===== src/rtl/seg7_reader_pkg.sv =====
// Shared constants for the 7-segment read-back path.
// Segment patterns are [0:6] = a..g, lit = 1.
package seg7_reader_pkg;

  localparam logic [0:6] SEG_0     = 7'b1111110;
  localparam logic [0:6] SEG_1     = 7'b0110000;
  localparam logic [0:6] SEG_2     = 7'b1101101;
  localparam logic [0:6] SEG_3     = 7'b1111001;
  localparam logic [0:6] SEG_4     = 7'b0110011;
  localparam logic [0:6] SEG_5     = 7'b1011011;
  localparam logic [0:6] SEG_6     = 7'b1011111;
  localparam logic [0:6] SEG_7     = 7'b1110000;
  localparam logic [0:6] SEG_8     = 7'b1111111;
  localparam logic [0:6] SEG_9     = 7'b1111011;
  localparam logic [0:6] SEG_BLANK = 7'b0000000;

  localparam logic [1:0] ST_IDLE   = 2'd0;
  localparam logic [1:0] ST_SETTLE = 2'd1;
  localparam logic [1:0] ST_LOCKED = 2'd2;

endpackage


===== src/rtl/seg7_to_bcd.sv =====
// Segment pattern (lit = 1) to BCD digit decoder.
// Flags the all-off pattern and anything that is not 0-9.
module seg7_to_bcd
  import seg7_reader_pkg::*;
(
  input  logic [0:6] seg,
  output logic [3:0] digit,
  output logic       is_blank,
  output logic       is_bad
);

  // Inverse of the BCD -> segment table
  always_comb begin
    digit    = 4'd0;
    is_blank = 1'b0;
    is_bad   = 1'b0;
    unique case (seg)
      SEG_0:     digit = 4'd0;
      SEG_1:     digit = 4'd1;
      SEG_2:     digit = 4'd2;
      SEG_3:     digit = 4'd3;
      SEG_4:     digit = 4'd4;
      SEG_5:     digit = 4'd5;
      SEG_6:     digit = 4'd6;
      SEG_7:     digit = 4'd7;
      SEG_8:     digit = 4'd8;
      SEG_9:     digit = 4'd9;
      SEG_BLANK: is_blank = 1'b1;
      default:   is_bad = 1'b1;
    endcase
  end

endmodule


===== src/rtl/seg7_reader.sv =====
// Reads a 7-segment bus back into a BCD digit.
// Debounces, decodes, and offers the digit on valid/ready.
module seg7_reader
  import seg7_reader_pkg::*;
#(
  parameter int STABLE_CYCLES = 4,
  parameter bit ACTIVE_LOW    = 1'b1
)(
  input  logic       KEY_3,
  input  logic       SW17,
  input  logic [0:6] segments,
  input  logic       dig_ready,
  output logic       W,
  output logic       X,
  output logic       Y,
  output logic       Z,
  output logic       dig_valid,
  output logic       blank,
  output logic       bad_pulse,
  output logic [3:0] err_cnt
);

  localparam logic [0:6] OFF_RAW =
    ACTIVE_LOW ? 7'b1111111 : 7'b0000000;
  localparam logic [7:0] CNT_MAX = 8'(STABLE_CYCLES);

  logic [0:6] sync1;
  logic [0:6] sync2;
  logic [0:6] seg_s;
  logic [0:6] cand;
  logic [1:0] state;
  logic [7:0] cnt;
  logic [3:0] bcd;
  logic [3:0] dec_digit;
  logic       dec_blank;
  logic       dec_bad;
  logic       same;
  logic       settled;
  logic       can_load;
  logic       accept;

  assign seg_s    = ACTIVE_LOW ? ~sync2 : sync2;
  assign same     = (seg_s == cand);
  assign settled  = (state == ST_SETTLE) && same
                 && (cnt == CNT_MAX);
  assign can_load = !dig_valid || dig_ready;
  // A digit waits for the consumer; blank/bad never stall
  assign accept   = settled
                 && (dec_blank || dec_bad || can_load);

  assign {W, X, Y, Z} = bcd;

  seg7_to_bcd u_dec (
    .seg      (cand),
    .digit    (dec_digit),
    .is_blank (dec_blank),
    .is_bad   (dec_bad)
  );

  // Two-flop synchronizer for the asynchronous bus
  always_ff @(posedge KEY_3) begin
    if (!SW17) begin
      sync1 <= OFF_RAW;
      sync2 <= OFF_RAW;
    end else begin
      sync1 <= segments;
      sync2 <= sync1;
    end
  end

  // Settle FSM: track candidate pattern and its stable run
  always_ff @(posedge KEY_3) begin
    if (!SW17) begin
      state <= ST_IDLE;
      cand  <= SEG_BLANK;
      cnt   <= 8'd0;
    end else if (!same) begin
      cand  <= seg_s;
      cnt   <= 8'd1;
      state <= ST_SETTLE;
    end else if (state == ST_SETTLE) begin
      if (cnt < CNT_MAX)
        cnt <= cnt + 8'd1;
      else if (accept)
        state <= ST_LOCKED;
    end
  end

  // Output regs, handshake and saturating error count
  always_ff @(posedge KEY_3) begin
    if (!SW17) begin
      bcd       <= 4'd0;
      dig_valid <= 1'b0;
      blank     <= 1'b1;
      bad_pulse <= 1'b0;
      err_cnt   <= 4'd0;
    end else begin
      bad_pulse <= 1'b0;
      if (dig_valid && dig_ready)
        dig_valid <= 1'b0;
      if (accept) begin
        unique case (1'b1)
          dec_bad: begin
            bad_pulse <= 1'b1;
            if (err_cnt != 4'hF)
              err_cnt <= err_cnt + 4'd1;
          end
          dec_blank: blank <= 1'b1;
          default: begin
            bcd       <= dec_digit;
            dig_valid <= 1'b1;
            blank     <= 1'b0;
          end
        endcase
      end
    end
  end

endmodule


===== config.mk =====
export PLATFORM = sky130hd
export DESIGN_NAME = seg7_reader
export DESIGN_NICKNAME = d
export VERILOG_FILES = /design/src/rtl/seg7_reader_pkg.sv /design/src/rtl/seg7_to_bcd.sv /design/src/rtl/seg7_reader.sv
export SDC_FILE = /design/constraint.sdc
export NUM_CORES = 1
export LEC_CHECK = 0
export CORE_MARGIN = 5
export CORE_UTILIZATION = 54
export DETAILED_ROUTE_END_ITERATION = 12
export PLACE_DENSITY = 0.77
export SLEW_MARGIN = 15
export SYNTH_ARGS = -nofsm -noshare
export SYNTH_HDL_FRONTEND = slang
export SYNTH_SLANG_ARGS = --single-unit

===== constraint.sdc =====
create_clock -name KEY_3 -period 2.3 [get_ports KEY_3]
set_clock_uncertainty 0.1 [all_clocks]
set_input_delay 0.46 -clock KEY_3 [delete_from_list [all_inputs] [get_ports KEY_3]]
set_output_delay 0.46 -clock KEY_3 [all_outputs]
set_load 0.03 [all_outputs]

==> insert_results.sql, run 1 <==
INSERT INTO impl_metrics (metric_group, metric, value, unit) VALUES
('place', 'port_buffers', '20', ''),
('place', 'dpl_cell_area', '0.00200', 'mm^2'),
('timing', 'setup_viol', '0', ''),
('worst_setup_path', 'worst_setup_path_start_kind', 'flop', ''),
('clocking', 'tritoncts_clock_tree', 'yes', ''),
('cells_and_area', 'post-route-cell-area', '0.00206', 'mm^2'),
('status', 'status', 'complete, no violations', ''),
('global_routing', 'grt_first_pass_wirelength', '5.34', 'mm'),
('worst_setup_path', 'crit_required', '2.46', 'ns'),
('power_and_ir_drop', 'fin_total_pwr', '0.00126', 'W'),
('global_routing', 'total_congestion_overflow', '0', ''),
('clocking', 'ctsResizeCount', '0', ''),
('power_and_ir_drop', 'ir_drop', '0.390', 'mV'),
('die', 'core_rows', '21', ''),
('timing', 'timing_hold_violations_final', '0', ''),
('clocking', 'clkLatencyLatePin', '0.35', 'ns'),
('cells_and_area', 'antenna-diode-count', '0', ''),
('worst_setup_path', 'worst-path-max-fanout', '6', ''),
('clocking', 'number_of_buffers_created_by_cts', '5', ''),
('place', 'hpwl', '2.30', 'mm'),
('synthesis', 'synth-edff-count', '0', ''),
('synthesis', 'async_reset_ff_frac', '0', ''),
('clocking', 'htreeDepth', '2', ''),
('routing', 'drt_pass1_iterations', '4', ''),
('synthesis', 'post_synth_num_cell_types', '41', ''),
('worst_setup_path', 'worstSetupPathType', 'flop to flop', ''),
('cells_and_area', 'syn_to_final_growth', '15.3', '%'),
('synthesis', 'synthSimpleGateAreaFrac', '0.317', ''),
('clocking', 'post-cts-setup-buffer-count', '0', ''),
('timing', 'clock.fmax', '0.463', 'GHz'),
('clocking', 'root_buffer', 'clkbuf_4', ''),
('routing', 'drt.antenna.violating_nets', '0', ''),
('die', 'die-height', '67.6', 'um'),
('cells_and_area', 'layout.filler_cells', '279', ''),
('synthesis', 'syn_avg_cell_area', '9.47', 'um^2'),
('die', 'chipWidth', '67.6', 'um'),
('synthesis', 'post_synth_xor_area_fraction', '0.0392', ''),
('cells_and_area', 'final_cells', '253', ''),
('timing', 'final_min_period_over_clock_period', '0.940', ''),
('clocking', 'tritoncts_num_sinks', '42', ''),
('min_path', 'worst_hold_path_class', 'flop to flop', ''),
('power_and_ir_drop', 'total_leakage_power', '0.823', 'nW'),
('place', 'placed_cells_incl_taps', '245', ''),
('cells_and_area', 'nets', '219', ''),
('synthesis', 'synth_compound_area_frac', '0.0783', ''),
('global_routing', 'global_route.usage.total', '0.158', ''),
('worst_setup_path', 'worst_setup_ep_type', 'flop', ''),
('timing', 'tightestPinTransition', '0.541', 'ns'),
('synthesis', 'ys_seq_elements', '42', ''),
('synthesis', 'synth_area', '0.00179', 'mm^2'),
('timing', 'final_max_slew_viol_count', '0', ''),
('synthesis', 'synth_sequential_area_ratio', '0.470', ''),
('die', 'ios', '21', ''),
('cells_and_area', 'layout.area.seq', '841', 'um^2'),
('routing', 'route.vias.total', '1392', ''),
('timing', 'crit_path_time_final', '2.16', 'ns'),
('synthesis', 'mappedNetlistNets', '202', ''),
('cells_and_area', 'drive_above_1_share', '0.0773', ''),
('global_routing', 'grt_pass1_vias', '1257', ''),
('synthesis', 'synth_ff_type', 'dfxtp_1', ''),
('synthesis', 'combinational_family_with_the_most_area_after_synthesis', 'simple AND/OR/NAND/NOR gates', ''),
('synthesis', 'synth_fa_ha_area_frac', '0.0210', ''),
('cells_and_area', 'final_core_util', '0.628', ''),
('die', 'floorplan.initialDensity', '0.545', ''),
('timing', 'rsz0062_at_grt', 'no', ''),
('timing', 'tns', '0', 'ns'),
('die', 'design.core.area', '0.00328', 'mm^2'),
('power_and_ir_drop', 'power_per_cell_area', '609', 'mW/mm^2'),
('die', 'die_area', '0.00456', 'mm^2'),
('clocking', 'cts.reportedPaths.clkPinSlew', '0.12', 'ns'),
('global_routing', 'antenna_found_initial', '0', '');
-- stage by stage --
step | hold slack (ns) | worst slack [ns]
finish | 0.320 | 0.138
floorplan | 0.286 | 0.261
global placement | 0.290 | 0.236
detailed placement | 0.294 | 0.182
CTS | 0.322 | 0.175
global route | 0.335 | 0.0195
-- layout make-up --
| class | count | share of cell area |
|---|---|---|
| clock buffers | 6 | 0.0249 |
| clock inverters | 2 | 0.00606 |
| inverters | 3 | 0.00546 |
| multi-input cells | 132 | 0.424 |
| flip-flops and latches | 42 | 0.408 |
| well taps | 46 | 0.0279 |
| repair buffers | 22 | 0.104 |
-- flip-flops by register name (all words and copies together) (netlist names), 2 cells and up --
name	count
cnt	8
cand	7
state	2
sync2	7
bcd	4
sync1	7
err_cnt	4
-- synth_stat cells (3+ instances only) --
master	instances	area share
nor2_1	13	0.027
nand2b_1	16	0.056
nor4_1	3	0.010
and2_1	7	0.024
buf_2	5	0.014
o21ai_0	4	0.011
inv_1	3	0.0063
nor3_1	5	0.014
dfxtp_1	42	0.47
clkbuf_1	4	0.0084
xnor2_1	8	0.039
ha_1	3	0.021
nand3_1	3	0.0084
nand2_1	19	0.040
nor3b_1	3	0.013
a21oi_1	3	0.0084
mux2i_1	6	0.034
and3_1	7	0.024
and4_1	3	0.015
nand4_1	4	0.014
-- power breakdown --
| part | leakage [nW] | switching, W | total, W | internal [W] |
|---|---|---|---|---|
| logic | 0.446 | 0.0000526 | 0.000111 | 0.0000580 |
| clock network | 0.0343 | 0.000235 | 0.000382 | 0.000147 |
| registers | 0.343 | 0.0000165 | 0.000764 | 0.000747 |
-- cells in the final DEF, fill, tap and decap left out, types with 3 or more instances in the layout --
cell             synthesis  routed
a21oi_1                  3       3
nor3_1                   5       5
and3_1                   7       7
and4_1                   3       3
inv_1                    3       3
ha_1                     3       3
nand2b_1                16      16
clkbuf_4                 0       5
o21ai_0                  4       4
clkdlybuf4s50_1          0      20
mux2i_1                  6       6
nand2_1                 19      19
and2_1                   7       7
xnor2_1                  8       8
nand3_1                  3       3
dfxtp_1                 42      42
nor2_1                  13      13
nor4_1                   3       3
nand4_1                  4       4
nor3b_1                  3       3
-- metal layers --
metal	vias to the layer above	track usage	share of wire	wire, um
met5	-	0	0	0
met4	0	0.109	0.024	76
met3	7	0.0433	0.066	213
met2	51	0.264	0.47	1510
met1	639	0.171	0.44	1420
li1	695	-	-	-
-- worst max-delay path: stages, from the launching register on --
cell	delay, ns
dfxtp_1	0.33
nor4_1	0.49
and4_1	0.40
and3_1	0.30
nand3_1	0.13
a221o_1	0.31
-- kinds of logic (layout without fill, tap and decap cells) --
group,count (synthesis),in the layout
AOI/OAI and AO/OA,19,19
and+or+nand+nor,96,96
muxes,6,6
xor gates and xnor gates,8,8
adders and majority gates,3,3
buffers and inverters,15,33
DFF,42,42
-- final timing paths --
path                   end  slack, ns  cells past startpoint  startpoint
hold / removal    sync2[4]       0.32                      1    sync1[4]
setup reg to reg     blank       0.14                      5      cnt[3]
setup / recovery     blank       0.14                      5      cnt[3]
hold reg to reg   sync2[4]       0.32                      1    sync1[4]
(Power assumes the default switching activity.)
==> run 2, diff against run 1 <==
- ABC_AREA: unset -> 1
- CAP_MARGIN: unset -> 20
- CORE_UTILIZATION: 54 -> 55
- MAX_ROUTING_LAYER: unset -> met4
- PLACE_DENSITY: 0.77 -> 0.78
==> run 2 against run 1 <==
Against the previous run:
- area after synthesis rose by 8.9%
- synthesized cell count rose by 47%
- wire length rose by 4.8%
- via count rose by 18%
- sequential power fell by 0.7%
- final area rose by 10%
- sequential cell count did not move
- utilization rose by 4.2 points
==> insert_results.sql, run 2 <==
INSERT INTO impl_metrics (metric_group, metric, value, unit) VALUES
('status', 'status', 'complete, no violations', ''),
('flow_run', 'timing.max_cap.violations', '0', ''),
('power_and_ir_drop', 'p_clk_frac', '0.344', ''),
('synthesis', 'yosys.cell_count.top_type', 'nand2_1', ''),
('routing', 'drt-total-wl', '3.37', 'mm'),
('cells_and_area', 'multi_input_area', '915', 'um^2'),
('global_routing', 'grt_pass1_vias', '1475', ''),
('global_routing', 'antenna_found_initial', '0', ''),
('die', 'die_area', '0.00483', 'mm^2'),
('worst_setup_path', 'max_stage_delay', '0.70', 'ns'),
('timing', 'final_max_slew_viol_count', '0', ''),
('synthesis', 'netlist.area_leader.share', '0.432', ''),
('cells_and_area', 'largest_register_ff_count', '8', ''),
('synthesis', 'ys_seq_elements', '42', ''),
('timing', 'setup_viol', '0', ''),
('routing', 'detail_route.wl_per_cell', '9.66', 'um'),
('synthesis', 'synth.area.top_cells', 'dfxtp_1 43%, nand2_1 13%, nor2_1 9.6%', ''),
('worst_setup_path', 'critical_path.n_buffers_inverters', '1', ''),
('synthesis', 'synth_area', '0.00195', 'mm^2'),
('worst_setup_path', 'worst_r2r_path_depth', '10', ''),
('synthesis', 'post_synth_num_cell_types', '29', ''),
('worst_setup_path', 'worst_setup_ep_type', 'primary output', ''),
('clocking', 'htreeDepth', '2', ''),
('cells_and_area', 'syn_to_final_growth', '16.6', '%'),
('clocking', 'post-cts-setup-buffer-count', '0', ''),
('power_and_ir_drop', 'power_frac_seq', '0.568', ''),
('place', 'dpl_cell_area', '0.00219', 'mm^2'),
('synthesis', 'async_reset_ff_frac', '0', ''),
('place', 'port_buffers', '20', ''),
('clocking', 'tritoncts_num_sinks', '42', ''),
('cells_and_area', 'antenna-diode-count', '0', ''),
('min_path', 'timing.hold.worst.start', 'sync1[3]', ''),
('clocking', 'tritoncts_clock_tree', 'yes', ''),
('worst_setup_path', 'worst-path-max-fanout', '5', ''),
('cells_and_area', 'post-route-cell-area', '0.00227', 'mm^2'),
('synthesis', 'synth_ff_type', 'dfxtp_1', ''),
('die', 'core_rows', '21', ''),
('min_path', 'worst_hold_path.endpoint', 'sync2[3]', ''),
('global_routing', 'global_route.usage.total', '0.156', ''),
('min_path', 'worst_hold_path_class', 'flop to flop', ''),
('synthesis', 'netlist_top_cells_count', '67 x nand2_1, 50 x nor2_1, 42 x dfxtp_1, 41 x inv_1', ''),
('routing', 'drc_markers', '0', ''),
('clocking', 'number_of_buffers_created_by_cts', '5', ''),
('routing', 'via_per_inst', '4.70', ''),
('timing', 'final_min_period_over_clock_period', '0.880', ''),
('min_path', 'cell_count_of_the_worst_hold_path', '1', ''),
('routing', 'drt.antenna.violating_nets', '0', ''),
('timing', 'rsz0062_at_grt', 'no', ''),
('clocking', 'ctsResizeCount', '0', ''),
('worst_setup_path', 'crit_arrival', '1.46', 'ns'),
('die', 'die-height', '69.5', 'um'),
('cells_and_area', 'drive_above_1_share', '0.132', ''),
('worst_setup_path', 'worst_setup_path_start_kind', 'flop', ''),
('timing', 'clock.fmax', '0.494', 'GHz'),
('cells_and_area', 'layout.filler_cells', '288', ''),
('global_routing', 'grt_first_pass_wirelength', '6.06', 'mm'),
('power_and_ir_drop', 'combPwrFrac', '0.088', ''),
('synthesis', 'synth_sequential_area_ratio', '0.432', ''),
('place', 'placer_s_final_routability_congestion_estimate', '0.902', ''),
('synthesis', 'syn_avg_cell_area', '7.01', 'um^2'),
('timing', 'tightestPinTransition', '0.513', 'ns'),
('clocking', 'cts_hold_buffers_added', '0', ''),
('global_routing', 'total_congestion_overflow', '0', ''),
('power_and_ir_drop', 'total_leakage_power', '1.07', 'nW'),
('worst_setup_path', 'critical_path.cell_chain', 'clkdlybuf4s50_1', ''),
('global_routing', 'grt_max_degree', '23', ''),
('power_and_ir_drop', 'internal_power', '0.00103', 'W'),
('power_and_ir_drop', 'power_per_cell_area', '588', 'mW/mm^2'),
('synthesis', 'yosysWarningCount', '0', ''),
('cells_and_area', 'most-common-layout-cells', '67 x nand2_1, 50 x nor2_1, 42 x dfxtp_1', ''),
('worst_setup_path', 'critPathSlowestCell', 'clkdlybuf4s50_1', ''),
('timing', 'timing_hold_violations_final', '0', ''),
('routing', 'drtIter0Drc', '168', ''),
('worst_setup_path', 'worst_setup_slack_for_register_to_register_paths', '0.48', 'ns'),
('synthesis', 'mappedNetlistNets', '291', ''),
('power_and_ir_drop', 'power.switching_fraction', '0.233', ''),
('place', 'hpwl', '2.54', 'mm'),
('worst_setup_path', 'reg2reg_from', 'cand[0]', ''),
('power_and_ir_drop', 'ir_drop', '0.444', 'mV'),
('die', 'floorplan.initialDensity', '0.575', ''),
('cells_and_area', 'largest-register', 'cnt', ''),
('timing', 'max_slew_margin', '0.658', ''),
('routing', 'route.vias.total', '1642', ''),
('die', 'design.core.area', '0.00339', 'mm^2'),
('synthesis', 'syn_inst', '278', ''),
('worst_setup_path', 'timing.critical_path.max_delay_family', 'buffers and inverters', ''),
('cells_and_area', 'layout.area.seq', '841', 'um^2'),
('clocking', 'clkLatencyLatePin', '0.35', 'ns'),
('clocking', 'root_buffer', 'clkbuf_4', ''),
('synthesis', 'synth-edff-count', '0', ''),
('worst_setup_path', 'r2r_end', 'bcd[2]', ''),
('worst_setup_path', 'worstSetupPathType', 'flop to primary output', ''),
('synthesis', 'synthDominantAreaCellType', 'dfxtp_1', ''),
('power_and_ir_drop', 'total_switching_power', '0.000312', 'W'),
('clocking', 'cts.path.max_buffers', '2', ''),
('cells_and_area', 'final_core_util', '0.670', ''),
('worst_setup_path', 'crit_required', '1.74', 'ns'),
('routing', 'drt_pass1_iterations', '4', ''),
('die', 'ios', '21', ''),
('clocking', 'cts.reportedPaths.clkPinSlew', '0.13', 'ns'),
('timing', 'crit_path_time_final', '2.02', 'ns'),
('cells_and_area', 'final_common_cell', 'nand2_1', ''),
('die', 'chipWidth', '69.5', 'um'),
('timing', 'tns', '0', 'ns'),
('cells_and_area', 'nets', '315', '');
-- run 2: routing by layer --
layer  GRT usage  wire length (um)
met5           -                 0
met4      0.0586                57
met3      0.0449               149
met2       0.257              1540
met1       0.180              1630
-- run 2: stage by stage --
step                      cells  power (W)  hold WS (ns)  setup WS, ns
after global routing        349    0.00140         0.343         0.193
final                       349    0.00134         0.316         0.277
after CTS                   349    0.00135         0.316         0.243
after floorplan             278   0.000859         0.293         0.760
after detailed placement    341   0.000893         0.300         0.389
after global placement      341   0.000891         0.293         0.431
-- run 2: final cells by class --
class                   count  area share
clock buffers               6      0.0182
clock inverters             2      0.0165
inverters                  44      0.0727
multi-input cells         187       0.403
flip-flops and latches     42       0.370
well taps                  46      0.0253
repair buffers             22      0.0947
-- run 2: kinds of logic (layout without fill, tap and decap cells) --
| group | after synthesis | count (layout) | share of synthesized area |
|---|---|---|---|
| AND/OR/NAND/NOR | 169 | 169 | 0.403 |
| buffers and inverters | 49 | 74 | 0.0989 |
| flip-flops | 42 | 42 | 0.432 |
| AO/OA/AOI/OAI | 13 | 13 | 0.0379 |
| adder cells (fa/ha/maj) | 3 | 3 | 0.0193 |
| XOR/XNOR | 2 | 2 | 0.00899 |
-- run 2: worst max path at each step --
stage                     cells after the start    endpoint  slack [ns]  startpoint
after global placement                        9      bcd[2]        0.43   dig_ready
after detailed placement                      9      bcd[0]        0.39   dig_ready
after floorplan                              11  err_cnt[0]        0.76     cand[6]
final                                         1  err_cnt[0]        0.28  err_cnt[0]
after global routing                          1  err_cnt[0]        0.19  err_cnt[0]
after CTS                                     1  err_cnt[0]        0.24  err_cnt[0]
-- run 2: power groups by stage --
stage	Clock [W]	Sequential (W)	Combinational, W
final	0.000460	0.000759	0.000118
after global routing	0.000506	0.000762	0.000135
after CTS	0.000475	0.000759	0.000119
after detailed placement	0	0.000775	0.000118
after global placement	0	0.000774	0.000116
after floorplan	0	0.000771	0.0000879
==> edit: new RTL, flow settings as in run 1 <==
`ACTIVE_LOW`: 1'b1 -> 1'b0.
--- a/src/rtl/seg7_reader.sv
+++ b/src/rtl/seg7_reader.sv
@@ -6,3 +6,3 @@
   parameter int STABLE_CYCLES = 4,
-  parameter bit ACTIVE_LOW    = 1'b1
+  parameter bit ACTIVE_LOW    = 1'b0
 )(
Check against the original RTL: not equivalent (a bounded check fails within 10 cycles, from zero or initial values).
==> edit against run 1 <==
Clock power rose by 17%. Register-to-register slack better by 180 ps. Routed wire length decreased by 0.99%. Setup slack improved by 160 ps. Non-clock buffer count is 3 higher. Cell area increased by 1.4%. Power up 5.2%. Sequential cell count is the same. Area after synthesis decreased by 0.56%.
==> edit: results <==
[critical_path]
r2r_slack_ps = 320
slowest_stage = "clkdlybuf4s50_1"
reg2reg_depth = 6
worstPathArrival_ps = 1440
rr_endpoint = "err_cnt[1]"
critical-path-top-delay-family = "buffers and inverters"
critPathMaxStageDelay_ps = 700
r2r-start = "cand[2]"
path_max_fanout = 5

[yosys]
synth_cells = 180
yosysSeqAreaShare_pct = 47.3
synth_area_leaders = "dfxtp_1 47%, and2_1 8.4%, xor2_1 3.4%"
synth_commonest_cells = "42 x dfxtp_1, 24 x and2_1, 15 x nand2_1"
synth_nets = 193
synth_warnings = 0
synth_cell_type_count = 49
synth_top_cell_area_share_pct = 47.3

[placement]
placed_cell_area_sq_um = 2020
placed_cells = 238
dp_hpwl_microns = 2320
portBuffers = 20
gp_congestion = 0.778
dpl_worst_slack_ps = 234

[final_layout]
num-fill-cells = 275
regMostFlops = "cnt"
drive_gt1_share_pct = 11.9
nNetsFinal = 214

[hold_path]
min_to = "seg_s[2]"
min-delay-start = "sync1[2]"

[route]
drt_iter0_markers = 138
wire_per_inst_microns = 13.0
vias = 1303
drt_wl_total_microns = 3190

[pwr]
total_leakage_power_nw = 0.877
ir_drop_mv = 0.682
powerDensity_nw_per_um2 = 632

[grt]
antenna_found_initial = 0
grt_pass1_vias = 1295
grt.total_usage_pct = 16.1
grt_max_degree = 36
grt_pass1_wl_microns = 5580

[clock_tree]
cts_htree_levels = 2
cts_post_setup_buffers_inserted = 0

[run_status]
outcome = "completed"

[sta]
relSlewSlack_pct = 73.1
whs_ps = 343
[edit: logic make-up (layout without fill, tap and decap cells)]
logic type	count (synthesis)	after routing	synth area share (%)
simple gates	84	84	30.6
flops	42	42	47.3
compound gates	20	20	8.30
buf+inv	17	39	4.36
xor+xnor	8	8	3.94
mux	6	6	3.45
fa+ha+maj	3	3	2.11
[edit: power breakdown]
group          leakage [nW]  internal, mW  switching, mW
combinational         0.495        0.0563         0.0566
clock                0.0395         0.231          0.216
sequential            0.343         0.747         0.0147
total                 0.877          1.03          0.288
[edit: how the worst max path moves through the flow]
stage               slack (ps)          to  cells past startpoint        from
detailed placement         230      bcd[0]                      6   dig_ready
finish                     300  err_cnt[3]                      1  err_cnt[3]
CTS                        290  err_cnt[3]                      1  err_cnt[3]
global route               130  err_cnt[1]                      6     cand[6]
floorplan                  500      bcd[0]                      6      cnt[3]
global placement           280      bcd[0]                      6   dig_ready
[edit: area by class of cell]
type                            count  area share [%]
Tap cell                           44            2.63
Clock inverter                      1            1.44
Clock buffer                        7            2.15
Sequential cell                    42            40.2
Multi-Input combinational cell    121            41.1
Timing Repair Buffer               25            11.4
Inverter                            6            1.08
[edit: layer usage]
| metal | track usage, % | vias to the layer above | wire, microns |
|---|---|---|---|
| met5 | 0 | - | 0 |
| met4 | 6.08 | 0 | 40 |
| met3 | 4.33 | 5 | 130 |
| met2 | 26.1 | 26 | 1490 |
| met1 | 20.4 | 604 | 1530 |
| li1 | - | 668 | - |
